### config.mk
export PLATFORM = sky130hd
export DESIGN_NAME = instr_mem_loader
export DESIGN_NICKNAME = d
export VERILOG_FILES = /design/src/rtl/instr_mem_loader_pkg.sv /design/src/rtl/instr_mem_loader_word_byte_serializer.sv /design/src/rtl/instr_mem_loader.sv
export SDC_FILE = /design/constraint.sdc
export NUM_CORES = 1
export LEC_CHECK = 0
export ABC_AREA = 1
export CORE_ASPECT_RATIO = 0.7
export CORE_UTILIZATION = 65
export CTS_BUF_LIST = sky130_fd_sc_hd__clkbuf_2
export DETAILED_ROUTE_END_ITERATION = 8
export DONT_BUFFER_PORTS = 1
export GPL_TIMING_DRIVEN = 0
export MAX_ROUTING_LAYER = met4
export PLACE_DENSITY = 0.81
export RECOVER_POWER = 25
export SYNTH_ARGS = -nofsm -noshare
export SYNTH_HDL_FRONTEND = slang
export SYNTH_SLANG_ARGS = --single-unit
### constraint.sdc
create_clock -name clk -period 6.1 [get_ports clk]
set_input_delay 0.915 -clock clk [delete_from_list [all_inputs] [get_ports clk]]
set_output_delay 0.915 -clock clk [all_outputs]
set_load 0.03 [all_outputs]
### src/rtl/instr_mem_loader_pkg.sv
// Shared types and constants for the instruction memory loader.
// Words are 32-bit and are written big-endian, one byte per clock.
package instr_mem_loader_pkg;

    typedef enum logic [1:0] {
        IDLE      = 2'd0,
        WAIT_WORD = 2'd1,
        WRITE     = 2'd2,
        FIN       = 2'd3
    } state_t;

    localparam int BYTES_PER_WORD = 4;
    localparam int INSTR_WIDTH    = 32;

endpackage

### src/rtl/instr_mem_loader_word_byte_serializer.sv
// Holds one accepted instruction word and presents it MSB byte first,
// flagging the final byte of the word.
module word_byte_serializer #(
    parameter int WORD_W = 32,
    parameter int BYTE_W = 8
) (
    input  logic              clk,
    input  logic              rst,
    input  logic              load,
    input  logic              advance,
    input  logic [WORD_W-1:0] load_word,
    output logic [BYTE_W-1:0] cur_byte,
    output logic              last_byte
);
    localparam int BYTES = WORD_W / BYTE_W;
    localparam int IDX_W = (BYTES > 1) ? $clog2(BYTES) : 1;

    logic [WORD_W-1:0] shift_r;
    logic [IDX_W-1:0]  byte_idx_r;

    // Load a fresh word, or step to the next byte while writing.
    always_ff @(posedge clk) begin
        if (rst) begin
            shift_r    <= {WORD_W{1'b0}};
            byte_idx_r <= {IDX_W{1'b0}};
        end else if (load) begin
            shift_r    <= load_word;
            byte_idx_r <= {IDX_W{1'b0}};
        end else if (advance) begin
            shift_r    <= {shift_r[WORD_W-BYTE_W-1:0], {BYTE_W{1'b0}}};
            byte_idx_r <= byte_idx_r + IDX_W'(1);
        end else begin
            shift_r    <= shift_r;
            byte_idx_r <= byte_idx_r;
        end
    end

    assign cur_byte  = shift_r[WORD_W-1 -: BYTE_W];
    assign last_byte = (byte_idx_r == IDX_W'(BYTES - 1));

endmodule

### src/rtl/instr_mem_loader.sv
// Streams 32-bit instruction words into a byte-wide instruction memory,
// big-endian per word, after a range check against the memory size.
module instr_mem_loader
    import instr_mem_loader_pkg::*;
#(
    parameter int ADDRESS_WIDTH  = 32,
    parameter int DATA_WIDTH     = 8,
    parameter int MEM_DEPTH_LOG2 = 8,
    parameter int COUNT_WIDTH    = 16
) (
    input  logic                     clk,
    input  logic                     rst,
    input  logic                     start,
    input  logic [ADDRESS_WIDTH-1:0] base_addr,
    input  logic [COUNT_WIDTH-1:0]   word_count,
    input  logic [INSTR_WIDTH-1:0]   in_word,
    input  logic                     in_valid,
    output logic                     in_ready,
    output logic                     we,
    output logic [ADDRESS_WIDTH-1:0] wa,
    output logic [DATA_WIDTH-1:0]    wd,
    output logic                     busy,
    output logic                     done,
    output logic                     err
);
    localparam int SUM_W = ADDRESS_WIDTH + COUNT_WIDTH + 2;
    localparam logic [SUM_W-1:0] MEM_BYTES = {{(SUM_W-1){1'b0}}, 1'b1} << MEM_DEPTH_LOG2;

    state_t state_r;
    state_t state_s;

    logic [ADDRESS_WIDTH-1:0] addr_r;
    logic [ADDRESS_WIDTH-1:0] wa_hold_r;
    logic [DATA_WIDTH-1:0]    wd_hold_r;
    logic [COUNT_WIDTH-1:0]   words_left_r;
    logic                     err_r;

    logic [SUM_W-1:0]      end_addr_s;
    logic                  out_of_range_s;
    logic                  accept_s;
    logic                  writing_s;
    logic [DATA_WIDTH-1:0] cur_byte_s;
    logic                  last_byte_s;

    // Wide enough that neither operand can overflow, so the check never wraps.
    assign end_addr_s     = SUM_W'(base_addr) + SUM_W'({word_count, 2'b00});
    assign out_of_range_s = (end_addr_s > MEM_BYTES);
    assign accept_s       = (state_r == WAIT_WORD) && in_valid;
    assign writing_s      = (state_r == WRITE);

    word_byte_serializer #(
        .WORD_W (INSTR_WIDTH),
        .BYTE_W (DATA_WIDTH)
    ) u_serializer (
        .clk       (clk),
        .rst       (rst),
        .load      (accept_s),
        .advance   (writing_s),
        .load_word (in_word),
        .cur_byte  (cur_byte_s),
        .last_byte (last_byte_s)
    );

    // State register.
    always_ff @(posedge clk) begin
        if (rst) begin
            state_r <= IDLE;
        end else begin
            state_r <= state_s;
        end
    end

    // Next-state decode.
    always_comb begin
        state_s = state_r;
        case (state_r)
            IDLE: begin
                if (!start) begin
                    state_s = IDLE;
                end else if (out_of_range_s || (word_count == COUNT_WIDTH'(0))) begin
                    state_s = FIN;
                end else begin
                    state_s = WAIT_WORD;
                end
            end
            WAIT_WORD: begin
                if (in_valid) begin
                    state_s = WRITE;
                end else begin
                    state_s = WAIT_WORD;
                end
            end
            WRITE: begin
                if (!last_byte_s) begin
                    state_s = WRITE;
                end else if (words_left_r == COUNT_WIDTH'(1)) begin
                    state_s = FIN;
                end else begin
                    state_s = WAIT_WORD;
                end
            end
            FIN:     state_s = IDLE;
            default: state_s = IDLE;
        endcase
    end

    // Load bookkeeping: address, remaining words, range error and held write bus.
    always_ff @(posedge clk) begin
        if (rst) begin
            addr_r       <= {ADDRESS_WIDTH{1'b0}};
            words_left_r <= {COUNT_WIDTH{1'b0}};
            err_r        <= 1'b0;
            wa_hold_r    <= {ADDRESS_WIDTH{1'b0}};
            wd_hold_r    <= {DATA_WIDTH{1'b0}};
        end else if ((state_r == IDLE) && start) begin
            addr_r       <= base_addr;
            words_left_r <= word_count;
            err_r        <= out_of_range_s;
        end else if (writing_s) begin
            addr_r    <= addr_r + ADDRESS_WIDTH'(1);
            wa_hold_r <= addr_r;
            wd_hold_r <= cur_byte_s;
            if (last_byte_s) begin
                words_left_r <= words_left_r - COUNT_WIDTH'(1);
            end else begin
                words_left_r <= words_left_r;
            end
        end else begin
            addr_r       <= addr_r;
            words_left_r <= words_left_r;
        end
    end

    // Moore output decode; wa/wd keep the last written values while idle.
    always_comb begin
        in_ready = 1'b0;
        we       = 1'b0;
        wa       = wa_hold_r;
        wd       = wd_hold_r;
        busy     = 1'b1;
        done     = 1'b0;
        err      = err_r;
        case (state_r)
            IDLE:      busy     = 1'b0;
            WAIT_WORD: in_ready = 1'b1;
            WRITE: begin
                we = 1'b1;
                wa = addr_r;
                wd = cur_byte_s;
            end
            FIN:       done = 1'b1;
            default:   busy = 1'b0;
        endcase
    end

endmodule

### After elaboration in Yosys (flattened, before gate mapping)

Cells that the tools add are included.

* register bits after elaboration: 125
* input bits: 84
* output and inout port bits: 45
* word-level logic and storage cells: 47

* add/sub/neg operators: 4
* $lt $le $gt $ge: 1
* equality and inequality tests: 5
* multiplexer cells: 19
* reduce and logical (&&, ||, !) cells: 10

Operators by type and width (count)
* $mux 32: 5
* $mux 16: 3
* $add 32x18->33: 1
* $gt 33x9->1 const B: 1
* $add 32x1->32 const B: 1
* $eq 16x1->1 const B: 1
* $logic_not 16->1: 1
* $sub 16x1->16 const B: 1
* $mux 2: 5
* $mux 8: 1
* $pmux 2 s4: 1
* $eq 2x2->1 const B: 3
* $reduce_bool 2->1: 3
* $mux 1: 4
* $add 2x1->2 const B: 1
* $eq 2x1->1 const B: 1
* $logic_and 1x1->1: 2
* $logic_not 2->1: 1
* $reduce_and 2->1: 1
* $reduce_or 2->1: 1
* $logic_or 1x1->1: 1

### Longest topological paths before layout

Gate-level depths: netlist of the first run.

* word-level depth: 6
* mapped depth: 18
* gate-level depth less buffers: 18

### Modules after synthesis

From an unflattened synthesis of the first run, not the netlist that was laid out.

* cells, all modules: 1345
* area total of the unflattened synthesis: 8236.6 µm²

Modules (own cells, without submodules)
* instr_mem_loader: instances 1, cells each 1101, area an instance 6577.6 µm², sequential area each 1821.7 µm²
* word_byte_serializer: instances 1, cells each 244, area an instance 1659.1 µm², sequential area each 680.7 µm²

### Worst setup path before layout of the first run

OpenSTA, ideal clock, no wires.

* path kind: input port to flip-flop
* from: input base_addr[2]
* to: register err_r (netlist: err)
* library setup time: 0.132 ns
* arrival time: 2.614 ns
* required time: 5.968 ns
* path slack: 3.354 ns
* cell stages on the path: 16
* buffers on the path: 0
* path through: ha_1 -> fa_1 -> nand3_1 -> nand3_1 -> nand2_1 -> nand2_1 -> nand2_1 -> nand2_1 -> nand2_1 -> nand3_1 -> nor2_1 -> nand3_1 -> nor2_1 -> nand3_1 -> nand2_1 -> a21oi_1

* word-level cells in the longest chain between the ends: 2

Ends and longest elaborated chain
* start, declared: RTL line instr_mem_loader.sv:14 `input logic [ADDRESS_WIDTH-1:0] base_addr,`
* $add 32x18->33: RTL line instr_mem_loader.sv:46 `assign end_addr_s = SUM_W'(base_addr) + SUM_W'({word_count, 2'b00});`
* $gt 33x9->1: RTL line instr_mem_loader.sv:47 `assign out_of_range_s = (end_addr_s > MEM_BYTES);`
* end signal, assigned: RTL line instr_mem_loader.sv:118 `err_r <= out_of_range_s;`
* end, declared: RTL line instr_mem_loader.sv:36 `logic err_r;`

Every way passes these cells.
A chain may end at the register's enable or synchronous reset.

### Worst setup path in the final report of the first run

* from: register state_r[0]
* to: output wa[31]

* word-level cells in the longest chain between the ends: 2

Ends and longest elaborated chain
* start, declared: RTL line instr_mem_loader.sv:29 `state_t state_r;`
* start signal, assigned: RTL line instr_mem_loader.sv:69 `state_r <= state_s;`
* $eq 2x2->1: RTL line instr_mem_loader.sv:143 `case (state_r)`
* $mux 32
* end, declared: RTL line instr_mem_loader.sv:20 `output logic [ADDRESS_WIDTH-1:0] wa,`

Every way passes these cells.

==> results.rst, run 1 <==
.. list-table::
   :header-rows: 1

   * - Metric
     - Value
   * - Status
     - finished clean
   * - Final number of hold-violating endpoints
     - 0
   * - Standby leakage power
     - 3.876 nW
   * - Most frequent cell after synthesis
     - sky130_fd_sc_hd__nand2_1
   * - Horiz. Die Dim
     - 133.5 um
   * - Critical-path cell list
     - nor2_1 > inv_1 > clkbuf_1 > clkbuf_1 > nor2_1 > a21oi_1
   * - Antenna fix cells
     - 0
   * - Portion of synthesized cell area occupied by the leading cell type
     - 31.82%
   * - # nets final
     - 1366
   * - Standard-cell row count
     - 33
   * - Area fraction in compound gates after synthesis
     - 13.17%
   * - Via density per instance
     - 5.748
   * - Initial antenna violation count
     - 0
   * - Headroom to the max-slew limit
     - 44.92%
   * - Syn avg cell area
     - 6.332 um^2
   * - Total of max-cap violations
     - 0
   * - Nets in the synthesized netlist
     - 1347
   * - Category of cells accounting for the largest share of critical-path delay
     - buffers and inverters
   * - Share of the clock period used by the worst path
     - 64.65%
   * - Pwr/cell area
     - 265.7 nW/um^2
   * - Hold-fix buffers at CTS
     - 0
   * - Synthesis-to-layout area growth
     - 6.062%
   * - Clock insertion delay at the later pin of the skew report
     - 0.71 ns
   * - Count of port buffers added during placement
     - 0
   * - Max H-tree Level
     - 4
   * - Switching part of the total power
     - 40.47%
   * - Adder and majority cell fraction of the synthesized area
     - 3.437%
   * - Number of iterations in the first detailed-routing pass
     - 7
   * - Total wire length
     - 23480 um
   * - Sequential Power Share
     - 42.8%
   * - Power share of the combinational group
     - 29.5%
   * - Setup crit end kind
     - primary output
   * - Sequential fraction of the synthesis area
     - 31.82%
   * - Synth area leaders
     - sky130_fd_sc_hd__dfxtp_1, sky130_fd_sc_hd__nand2_1, sky130_fd_sc_hd__inv_1, sky130_fd_sc_hd__nand3_1, sky130_fd_sc_hd__nor2_1
   * - Number of pins exceeding their max-slew limit in the final report
     - 0
   * - Area leader, netlist
     - sky130_fd_sc_hd__dfxtp_1
   * - Main combinational cell family by area after synthesis
     - simple AND/OR/NAND/NOR gates
   * - Type of element launching the critical path
     - flip-flop
   * - Root Buffer
     - sky130_fd_sc_hd__clkbuf_2
   * - Fraction of synthesized area in multiplexers
     - 0%
   * - Synth async-reset ratio
     - 0%
   * - Setup repair after global routing missed its margin
     - false
   * - I/O pin count
     - 129
   * - CTS tree
     - done
   * - Number of instances resized during post-cts repair
     - 0
   * - Height of the die
     - 94.03 um
   * - Post-synthesis share of cell area spent on xor and xnor gates
     - 3.341%
   * - Post-synth EDFFs
     - 0
   * - Unique masters post-synth
     - 41
   * - Peak VDD IR
     - 0.2015 mV
   * - Highest clock rate
     - 253.6 MHz
   * - Largest clock skew in the final design
     - 0.03741 ns
   * - Core area
     - 11730 um^2
   * - Crit-path slowest cell
     - sky130_fd_sc_hd__a21oi_1
   * - Detailed-route wire length per cell
     - 16.41 um
   * - Maximum net fanout on the critical path
     - 10
   * - Via count of the first global-routing pass
     - 6878
   * - YS warnings
     - 0
   * - Synthesized area
     - 7864 um^2
   * - Internal Pwr Total
     - 1.319 mW
   * - Maximum buffer depth of the clock tree
     - 2
   * - Iteration-0 DRC Markers
     - 916
   * - Pin count of the biggest net entering global routing
     - 17
   * - Final HPWL DP
     - 18480 um
   * - Post-route setup TNS
     - 0 ns
   * - Wire length of the first global-routing pass
     - 36510 um
   * - Fraction of layout cells with a size suffix above 1
     - 6.829%
   * - Sw power
     - 0.8969 mW
   * - Initial cell density of the core
     - 67.06%
   * - Share of total power in the clock network
     - 27.7%
   * - Final Critical Period
     - 3.944 ns
   * - Clock transition at the registers of the reported paths
     - 0.22 ns
   * - Arr. time, crit path
     - 3.03 ns
   * - Area share of and/or/nand/nor cells after synthesis
     - 37.74%
   * - Final ANT Viol Nets
     - 0
   * - Flip-flop and latch count after synthesis
     - 125
   * - Most frequent cells after synthesis
     - sky130_fd_sc_hd__nand2_1, sky130_fd_sc_hd__inv_1, sky130_fd_sc_hd__dfxtp_1
   * - Number of buffers created by CTS
     - 17
   * - Die ar.
     - 12550 um^2
   * - Transition time at the pin with the least slew margin
     - 0.8261 ns
   * - Post-CTS Setup Inserts
     - 0
   * - Critical Path RT
     - 5.18 ns
   * - CP max stage delay
     - 0.59 ns
   * - Final count of negative-setup-slack endpoints
     - 0
   * - Total congestion overflow
     - 0
   * - Worst setup path class
     - reg2out
   * - Count of vias placed by the detailed router
     - 8226
   * - WP buf/inv
     - 3
   * - DRC
     - 0
   * - Total Power Consumption
     - 2.216 mW
   * - Dominant synthesized flop cell
     - sky130_fd_sc_hd__dfxtp_1
   * - Gate count of the mapped netlist
     - 1242
   * - Gr usage total
     - 38.72%
   * - # clock sinks
     - 125
   * - Routability cong.
     - 0.9820
   * - Hold WC Path Type
     - in2reg
-- through the flow --
stage | cells | area, um^2 | hold slack (ns) | worst slack, ns | util, %
after floorplan | 1242 | 7864 | 0.4411 | 3.354 | -
after global placement | 1399 | 8060 | 0.4503 | 2.898 | 68.74
after detailed placement | 1399 | 8060 | 0.4561 | 2.873 | 68.74
after CTS | 1431 | 8346 | 0.3218 | 2.187 | 71.17
after global routing | 1431 | 8341 | 0.2937 | 2.004 | 71.13
final | 1431 | 8341 | 0.3432 | 2.156 | 71.13
-- sequential cells by signal, summed over array words and instances, names as in the netlist --
signal,flops
addr_r,32
u_serializer.shift_r,32
wa_hold_r,32
words_left_r,16
wd_hold_r,8
state_r,2
u_serializer.byte_idx_r,2
err,1
-- layer usage --
metal | global-route usage [%] | vias up | wire length (um)
met5 | - | - | 0
met3 | 10.19 | 51 | 2792
met2 | 49.96 | 467 | 8941
met4 | 10.89 | 0 | 501
met1 | 57.57 | 3631 | 11240
li1 | - | 4077 | -
-- power by group through the flow --
stage / registers (mW) / logic (mW) / clock network, mW
6_report: 0.949 / 0.653 / 0.614
2_1_floorplan: 0.945 / 0.521 / 0
4_1_cts: 0.946 / 0.643 / 0.612
3_5_place_dp: 0.963 / 0.639 / 0
3_3_place_gp: 0.962 / 0.630 / 0
5_1_grt: 0.957 / 0.720 / 0.657
-- kinds of logic (layout without fill, tap and decap cells) --
logic type      count (synthesis)  after routing
fa+ha+maj                      21             21
buf+inv                       217            249
compound gates                175            175
flops                         125            125
simple gates                  674            674
xor+xnor                       30             30
-- worst paths after layout --
path                                              from                                    end  slack [ns]  cells past startpoint
setup / recovery                 state_r[0]$_SDFF_PP0_                                 wa[31]        2.16                      6
hold / removal                              in_word[0]   u_serializer.shift_r[0]$_SDFFE_PP0P_        0.34                      2
setup reg to reg                 state_r[1]$_SDFF_PP0_  u_serializer.shift_r[24]$_SDFFE_PP0P_        3.55                      7
hold reg to reg   u_serializer.shift_r[1]$_SDFFE_PP0P_   u_serializer.shift_r[1]$_SDFFE_PP0P_        0.48                      2
-- cell type report --
type | count | area (um^2)
Buffer | 50 | 195.2
Clock buffer | 17 | 85.08
Clock inverter | 15 | 200.2
Fill cell | 1094 | 3386
Inverter | 167 | 626.9
Multi-Input combinational cell | 900 | 4534
Sequential cell | 125 | 2502
Tap cell | 157 | 196.4
-- placed cells by master, fill, tap and decap left out, types with 9 or more instances in the layout --
master,n
sky130_fd_sc_hd__inv_1,166
sky130_fd_sc_hd__nor3_1,17
sky130_fd_sc_hd__xor2_1,22
sky130_fd_sc_hd__o211ai_1,9
sky130_fd_sc_hd__a21oi_1,42
sky130_fd_sc_hd__nor2_1,120
sky130_fd_sc_hd__or2_2,33
sky130_fd_sc_hd__nand2_1,362
sky130_fd_sc_hd__nor4_1,10
sky130_fd_sc_hd__a31oi_1,54
sky130_fd_sc_hd__nand4_1,19
sky130_fd_sc_hd__o21ai_0,47
sky130_fd_sc_hd__ha_1,20
sky130_fd_sc_hd__clkbuf_1,43
sky130_fd_sc_hd__dfxtp_1,125
sky130_fd_sc_hd__clkbuf_2,17
sky130_fd_sc_hd__nand3_1,91
No activity file was read; power rests on OpenSTA's default activity.
==> run 2, diff against run 1 <==
clock period = 4.1 ns   (was 6.1 ns; I/O delays follow)
==> run 2 against run 1 <==
Via count grew 0.63%. Combinational power grew 49%. Sequential power grew 49%. Routed wire length shrank 0.21%. First-iteration DRC count shrank 6.3%. Global-route usage is the same. Non-clock buffer count grew 1.
==> results.rst, run 2 (synthesis results as in run 1) <==
.. list-table::
   :header-rows: 1

   * - Metric
     - Value
   * - Status
     - finished clean
   * - Critical Path RT
     - 3.48 ns (-1.70 ns)
   * - Antenna fix cells
     - 0 (unchanged)
   * - Routability cong.
     - 0.9820 (unchanged)
   * - Setup repair after global routing missed its margin
     - false
   * - Standard-cell row count
     - 33 (unchanged)
   * - DRC
     - 0 (unchanged)
   * - Max H-tree Level
     - 4 (unchanged)
   * - Initial cell density of the core
     - 67.06% (unchanged)
   * - Largest clock skew in the final design
     - 0.03868 ns (+0.001271 ns)
   * - Via count of the first global-routing pass
     - 6878 (unchanged)
   * - Height of the die
     - 94.03 um (unchanged)
   * - Crit-path slowest cell
     - sky130_fd_sc_hd__a21oi_1
   * - Type of element launching the critical path
     - flip-flop
   * - Arr. time, crit path
     - 3.02 ns (about the same)
   * - Fraction of layout cells with a size suffix above 1
     - 6.824% (about the same)
   * - Number of iterations in the first detailed-routing pass
     - 9 (+2)
   * - # nets final
     - 1367 (+0.073%)
   * - Count of port buffers added during placement
     - 0 (unchanged)
   * - Number of buffers created by CTS
     - 17 (unchanged)
   * - Share of the clock period used by the worst path
     - 88.56%
   * - Worst setup path class
     - reg2out
   * - Highest clock rate
     - 275.4 MHz
   * - Final ANT Viol Nets
     - 0 (unchanged)
   * - I/O pin count
     - 129 (unchanged)
   * - Final Critical Period
     - 3.631 ns
   * - Fillers
     - 1090 (-0.37%)
   * - Final count of negative-setup-slack endpoints
     - 0 (unchanged)
   * - Die ar.
     - 12550 um^2 (unchanged)
   * - Horiz. Die Dim
     - 133.5 um (unchanged)
   * - Peak VDD IR
     - 0.2995 mV (+49%)
   * - Pwr/cell area
     - 395.1 nW/um^2 (+49%)
   * - Detailed-route wire length per cell
     - 16.36 um (-0.28%)
   * - Most common library cell in the layout ignoring fill and taps
     - sky130_fd_sc_hd__nand2_1
   * - Critical-path cell list
     - nor2_1 > inv_1 > clkbuf_1 > clkbuf_1 > nor2_1 > a21oi_1
   * - # clock sinks
     - 125 (unchanged)
   * - Hold WC Path Type
     - in2reg
   * - Synthesis-to-layout area growth
     - 6.189%
   * - Total wire length
     - 23430 um (-0.21%)
   * - Final HPWL DP
     - 18480 um (unchanged)
   * - Clock transition at the registers of the reported paths
     - 0.22 ns (about the same)
   * - Total Power Consumption
     - 3.299 mW (+49%)
   * - Final number of hold-violating endpoints
     - 0 (unchanged)
   * - Root Buffer
     - sky130_fd_sc_hd__clkbuf_2
   * - Setup crit end kind
     - primary output
   * - Wire length of the first global-routing pass
     - 36510 um (unchanged)
   * - Via density per instance
     - 5.781 (+0.56%)
   * - Total congestion overflow
     - 0 (unchanged)
   * - Core area
     - 11730 um^2 (unchanged)
   * - Post-CTS Setup Inserts
     - 0 (unchanged)
   * - Gr usage total
     - 38.72% (unchanged)
   * - Number of pins exceeding their max-slew limit in the final report
     - 0 (unchanged)
   * - CTS tree
     - done
   * - Total of max-cap violations
     - 0 (unchanged)
   * - Most used cells in the layout excluding fill and tap cells
     - sky130_fd_sc_hd__nand2_1, sky130_fd_sc_hd__inv_1, sky130_fd_sc_hd__dfxtp_1
   * - Biggest registers after layout
     - addr_r x32, u_serializer.shift_r x32, wa_hold_r x32
   * - Transition time at the pin with the least slew margin
     - 0.8048 ns (-0.02138 ns)
   * - CP max stage delay
     - 0.59 ns (about the same)
   * - Post-route setup TNS
     - 0 ns (unchanged)
   * - Maximum buffer depth of the clock tree
     - 2 (unchanged)
   * - Initial antenna violation count
     - 0 (unchanged)
   * - Maximum net fanout on the critical path
     - 10 (unchanged)
   * - Clock insertion delay at the later pin of the skew report
     - 0.70 ns (about the same)
   * - Standby leakage power
     - 3.881 nW (+0.11%)
   * - Pin count of the biggest net entering global routing
     - 17 (unchanged)
   * - Count of vias placed by the detailed router
     - 8278 (+0.63%)
   * - Iteration-0 DRC Markers
     - 858 (-6.3%)
   * - Headroom to the max-slew limit
     - 46.35% (+1.4 points)
[run 2: changes by cell type in the layout (fill, tap and decap cells not counted), sizes merged]
cell | previous run | this run
dlygate4sd3 | 0 | 1
[run 2: repair_timing]
action	CTS	global route
endpoints found under the hold margin	0	1
hold buffers	0	1
gates resized for setup	0	0
[run 2: layout make-up]
cell class | count | area (um^2) | area share [%]
multi-input cells | 900 | 4534 | 54.30
clock buffers | 17 | 85.08 | 1.019
inverters | 167 | 626.9 | 7.507
plain buffers | 50 | 195.2 | 2.337
well taps | 157 | 196.4 | 2.352
clock inverters | 15 | 200.2 | 2.397
flip-flops and latches | 125 | 2502 | 29.97
repair buffers | 1 | 10.01 | 0.1199
[run 2: worst paths after layout]
check	depth (start not counted)	endpoint	startpoint	slack [ns]
min	2	words_left_r[7]$_SDFFE_PP0P_	word_count[7]	0.05
max reg2reg	7	u_serializer.shift_r[24]$_SDFFE_PP0P_	state_r[1]$_SDFF_PP0_	1.55
max	6	wa[31]	state_r[0]$_SDFF_PP0_	0.47
min reg2reg	2	u_serializer.shift_r[1]$_SDFFE_PP0P_	u_serializer.shift_r[1]$_SDFFE_PP0P_	0.48
[run 2: critical path, delay by kind of cell (launching register included)]
family	cells	cell delay (ns)
buffers and inverters	3	1.02
AND/OR/NAND/NOR	2	0.25
AO/OA/AOI/OAI	1	0.59
flip-flops	1	0.45
[run 2: report_power, final]
part	total (mW)	switching, mW	internal (mW)
clock	0.915	0.548	0.367
sequential	1.41	0.0868	1.33
combinational	0.973	0.701	0.272
total	3.30	1.34	1.96
[run 2: layer usage]
| layer | wire [um] | vias to the layer above | part of all wire (%) | GRT usage, % |
|---|---|---|---|---|
| li1 | - | 4081 | - | - |
| met1 | 11350 | 3704 | 48 | 57.57 |
| met2 | 8817 | 441 | 38 | 49.96 |
| met3 | 2729 | 52 | 12 | 10.19 |
| met4 | 527 | 0 | 2.2 | 10.89 |
| met5 | 0 | - | 0 | - |
[run 2: per-stage QoR]
step	worst slack [ns]	util [%]	std cells	cell area [um^2]	hold slack (ns)
4_1_cts	0.4870	71.17	1431	8346	0.02182
2_1_floorplan	1.654	-	1242	7864	0.4411
5_1_grt	0.3039	71.21	1432	8351	0.009120
6_report	0.4689	71.21	1432	8351	0.05170
3_5_place_dp	1.173	68.74	1399	8060	0.4561
3_3_place_gp	1.198	68.74	1399	8060	0.4503
==> run 3, diff against run 2 <==
GPL_TIMING_DRIVEN = unset   (was 0)
==> run 3 against run 2 <==
The run now ends with capacitance limit, slew limit left. Fmax increased by 0.66%. Die area did not move. Cell area fell by 0.96%. Critical path type unchanged. Largest cell class unchanged. Critical path depth unchanged. Worst hold slack gained 0.017 ns. Routed wire length decreased by 2.5%. Total power down 2.9%. Setup slack improved by 0.024 ns.
==> results.rst, run 3 (synthesis results as in run 1) <==
.. list-table::
   :header-rows: 1

   * - Metric
     - Value
   * - Status
     - finished with violations
   * - Violated checks
     - capacitance limit, slew limit
   * - Switching part of the total power
     - 40.48% (about the same)
   * - Number of cells in the finished layout apart from fillers
     - 1398 (-2.4%)
   * - Worst R2R End
     - addr_r[13]$_SDFFE_PP0P_
   * - Peak VDD IR
     - 0.2014 mV (-33%)
   * - Iteration-0 DRC Markers
     - 819 (-4.5%)
   * - Number of instances resized during post-cts repair
     - 0 (unchanged)
   * - Final HPWL DP
     - 16860 um (-8.8%)
   * - Initial cell density of the core
     - 67.06% (unchanged)
   * - Category of cells accounting for the largest share of critical-path delay
     - buffers and inverters
   * - Clock transition at the registers of the reported paths
     - 0.22 ns (about the same)
   * - Length in cells of the worst reg-to-reg path
     - 9 (+2)
   * - Final count of negative-setup-slack endpoints
     - 0 (unchanged)
   * - Crit-path slowest cell
     - sky130_fd_sc_hd__nor2_4
   * - Pwr/cell area
     - 387.2 nW/um^2 (-2.0%)
   * - Wire length of the first global-routing pass
     - 35580 um (-2.6%)
   * - Maximum net fanout on the critical path
     - 40 (+30)
   * - Number of pins exceeding their max-slew limit in the final report
     - 34 (+34)
   * - Arr. time, crit path
     - 2.99 ns (-0.03 ns)
   * - Cell area after layout
     - 8270 um^2 (-0.96%)
   * - Synthesis-to-layout area growth
     - 5.171%
   * - Pre-CTS WS
     - 1.204 ns (+0.03129 ns)
   * - Highest clock rate
     - 277.2 MHz (+0.66%)
   * - Internal Pwr Total
     - 1.906 mW (-2.9%)
   * - Standard-cell row count
     - 33 (unchanged)
   * - Setup slack, reg-to-reg
     - 0.68 ns (-0.87 ns)
   * - Most common library cell in the layout ignoring fill and taps
     - sky130_fd_sc_hd__nand2_1
   * - Post-CTS Setup Inserts
     - 0 (unchanged)
   * - Sequential Power Share
     - 44.1% (+1.3 points)
   * - Biggest registers after layout
     - addr_r x32, u_serializer.shift_r x32, wa_hold_r x32
   * - Post-route setup TNS
     - 0 ns (unchanged)
   * - Root Buffer
     - sky130_fd_sc_hd__clkbuf_2
   * - Maximum buffer depth of the clock tree
     - 2 (unchanged)
   * - Count of port buffers added during placement
     - 0 (unchanged)
   * - Total congestion overflow
     - 0 (unchanged)
   * - Horiz. Die Dim
     - 133.5 um (unchanged)
   * - DRC
     - 0 (unchanged)
   * - Total of max-cap violations
     - 1 (+1)
   * - CP max stage delay
     - 0.47 ns (-0.12 ns)
   * - WP buf/inv
     - 4 (+1)
   * - Final number of hold-violating endpoints
     - 0 (unchanged)
   * - Setup crit end kind
     - primary output
   * - Number of buffers created by CTS
     - 17 (unchanged)
   * - Total wire length
     - 22850 um (-2.5%)
   * - # nets final
     - 1331 (-2.6%)
   * - Via density per instance
     - 5.760 (-0.36%)
   * - Worst Setup Slack, final
     - 0.4928 ns (+0.02393 ns)
   * - I/O pin count
     - 129 (unchanged)
   * - Count of vias placed by the detailed router
     - 8052 (-2.7%)
   * - Height of the die
     - 94.03 um (unchanged)
   * - Final Critical Period
     - 3.607 ns (-0.02393 ns)
   * - Final core occ
     - 70.53% (-0.68 points)
   * - Sw power
     - 1.296 mW (-3.0%)
   * - Final ANT Viol Nets
     - 0 (unchanged)
   * - Placed instance count
     - 1361 (-2.7%)
   * - Pin count of the biggest net entering global routing
     - 100 (+83)
   * - Fraction of layout cells with a size suffix above 1
     - 7.425% (+0.60 points)
   * - Launch instance of the worst register-to-register path
     - state_r[1]$_SDFF_PP0_
   * - Worst setup path class
     - reg2out
   * - Critical-path cell list
     - inv_1 > nor2_4 > inv_1 > buf_4 > o21ai_0 > inv_1
   * - Max H-tree Level
     - 4 (unchanged)
   * - Routability cong.
     - 0.9744 (-0.77%)
   * - Transition time at the pin with the least slew margin
     - 1.720 ns (+0.9148 ns)
   * - Largest clock skew in the final design
     - 0.04617 ns (+0.007487 ns)
   * - Terminating pin of the worst hold path
     - u_serializer.shift_r[5]$_SDFFE_PP0P_
   * - Type of element launching the critical path
     - flip-flop
   * - Initial antenna violation count
     - 1 (+1)
   * - Fillers
     - 1086 (-0.37%)
   * - Clock insertion delay at the later pin of the skew report
     - 0.68 ns (-0.02 ns)
   * - Headroom to the max-slew limit
     - -14.64% (-61 points)
   * - CTS tree
     - done
   * - Gr usage total
     - 37.64% (-1.1 points)
   * - Share of total power in the clock network
     - 25.9% (-1.8 points)
   * - Critical Path RT
     - 3.48 ns (about the same)
   * - Via count of the first global-routing pass
     - 6824 (-0.79%)
   * - Share of the clock period used by the worst path
     - 87.98% (-0.58 points)
   * - Post-DP Area
     - 7975 um^2 (-1.1%)
   * - Cell count of the worst hold path
     - 2 (unchanged)
   * - Power share of the combinational group
     - 30.0% (+0.5 points)
   * - Start point of the worst min-delay path
     - in_word[5]
   * - CP most frequent cell
     - sky130_fd_sc_hd__inv_1
   * - Most used cells in the layout excluding fill and tap cells
     - sky130_fd_sc_hd__nand2_1, sky130_fd_sc_hd__inv_1, sky130_fd_sc_hd__dfxtp_1
   * - # clock sinks
     - 125 (unchanged)
   * - Setup repair after global routing missed its margin
     - false
   * - Detailed-route wire length per cell
     - 16.35 um (about the same)
   * - Die ar.
     - 12550 um^2 (unchanged)
   * - Core area
     - 11730 um^2 (unchanged)
   * - Hold WC Path Type
     - in2reg
   * - Number of iterations in the first detailed-routing pass
     - 6 (-3)
   * - Standby leakage power
     - 3.852 nW (-0.75%)
## run 3: cell types whose count changed in the layout (fill, tap and decap cells not counted), moves of 2 or more
cell                         change
sky130_fd_sc_hd__nor2_1          -2
sky130_fd_sc_hd__diode_2         +2
sky130_fd_sc_hd__clkinvlp_4      +2
sky130_fd_sc_hd__buf_4           +8
sky130_fd_sc_hd__buf_2           -6
sky130_fd_sc_hd__clkbuf_1       -40
## run 3: routing by layer
metal,up-vias,share of wire [%],GRT usage (%)
met5,-,0,-
met4,0,1.2,8.333
met3,28,11,9.547
met2,419,39,49.18
met1,3604,48,56.58
li1,4001,-,-
## run 3: what timing repair did
item / in CTS / in global routing
endpoints found under the hold margin: 99 / 2
setup endpoints to repair: 0 / 0
hold buffers: 2 / 1
## run 3: cell type report
class / count / area [um^2] / share of cell area (%)
multi-input cells: 900 / 4542 / 54.92
flip-flops and latches: 125 / 2502 / 30.26
clock buffers: 17 / 85.08 / 1.029
inverters: 167 / 626.9 / 7.579
clock inverters: 15 / 173.9 / 2.103
diodes: 2 / 5.005 / 0.06051
repair buffers: 15 / 138.9 / 1.679
well taps: 157 / 196.4 / 2.375
## run 3: worst max path at each step
stage	startpoint	to	slack, ns	cells past startpoint
2_1_floorplan	base_addr[2]	err$_SDFFE_PP0P_	1.65	16
6_report	state_r[1]$_SDFF_PP0_	wa[7]	0.49	6
4_1_cts	state_r[1]$_SDFF_PP0_	wa[10]	0.46	6
5_1_grt	state_r[1]$_SDFF_PP0_	wa[7]	0.21	6
3_3_place_gp	state_r[1]$_SDFF_PP0_	wa[10]	1.36	6
3_5_place_dp	state_r[1]$_SDFF_PP0_	wa[7]	1.20	6
## run 3: power by group through the flow
stage          clock [mW]  sequential, mW  combinational, mW
2_1_floorplan           0            1.41              0.775
3_3_place_gp            0            1.43              0.906
3_5_place_dp            0            1.43              0.918
4_1_cts             0.828            1.41              0.946
5_1_grt             0.888            1.43               1.06
6_report            0.829            1.41              0.959
## run 3: worst register-to-register path, stage by stage, from the launching register on
cell,delay [ns]
sky130_fd_sc_hd__dfxtp_1,0.45
sky130_fd_sc_hd__nor2_1,0.15
sky130_fd_sc_hd__nand2_1,0.46
sky130_fd_sc_hd__inv_1,0.51
sky130_fd_sc_hd__nor2_1,0.20
sky130_fd_sc_hd__clkbuf_1,0.89
sky130_fd_sc_hd__inv_1,0.33
sky130_fd_sc_hd__o21ai_0,0.24
sky130_fd_sc_hd__a21oi_1,0.07
sky130_fd_sc_hd__nor2_1,0.10
## run 3: per-stage QoR
stage	power, mW	hold WS, ns
floorplan	2.180	0.4411
global placement	2.337	0.4465
detailed placement	2.352	0.4512
CTS	3.183	0.000005440
global route	3.373	0.01641
finish	3.202	0.06880
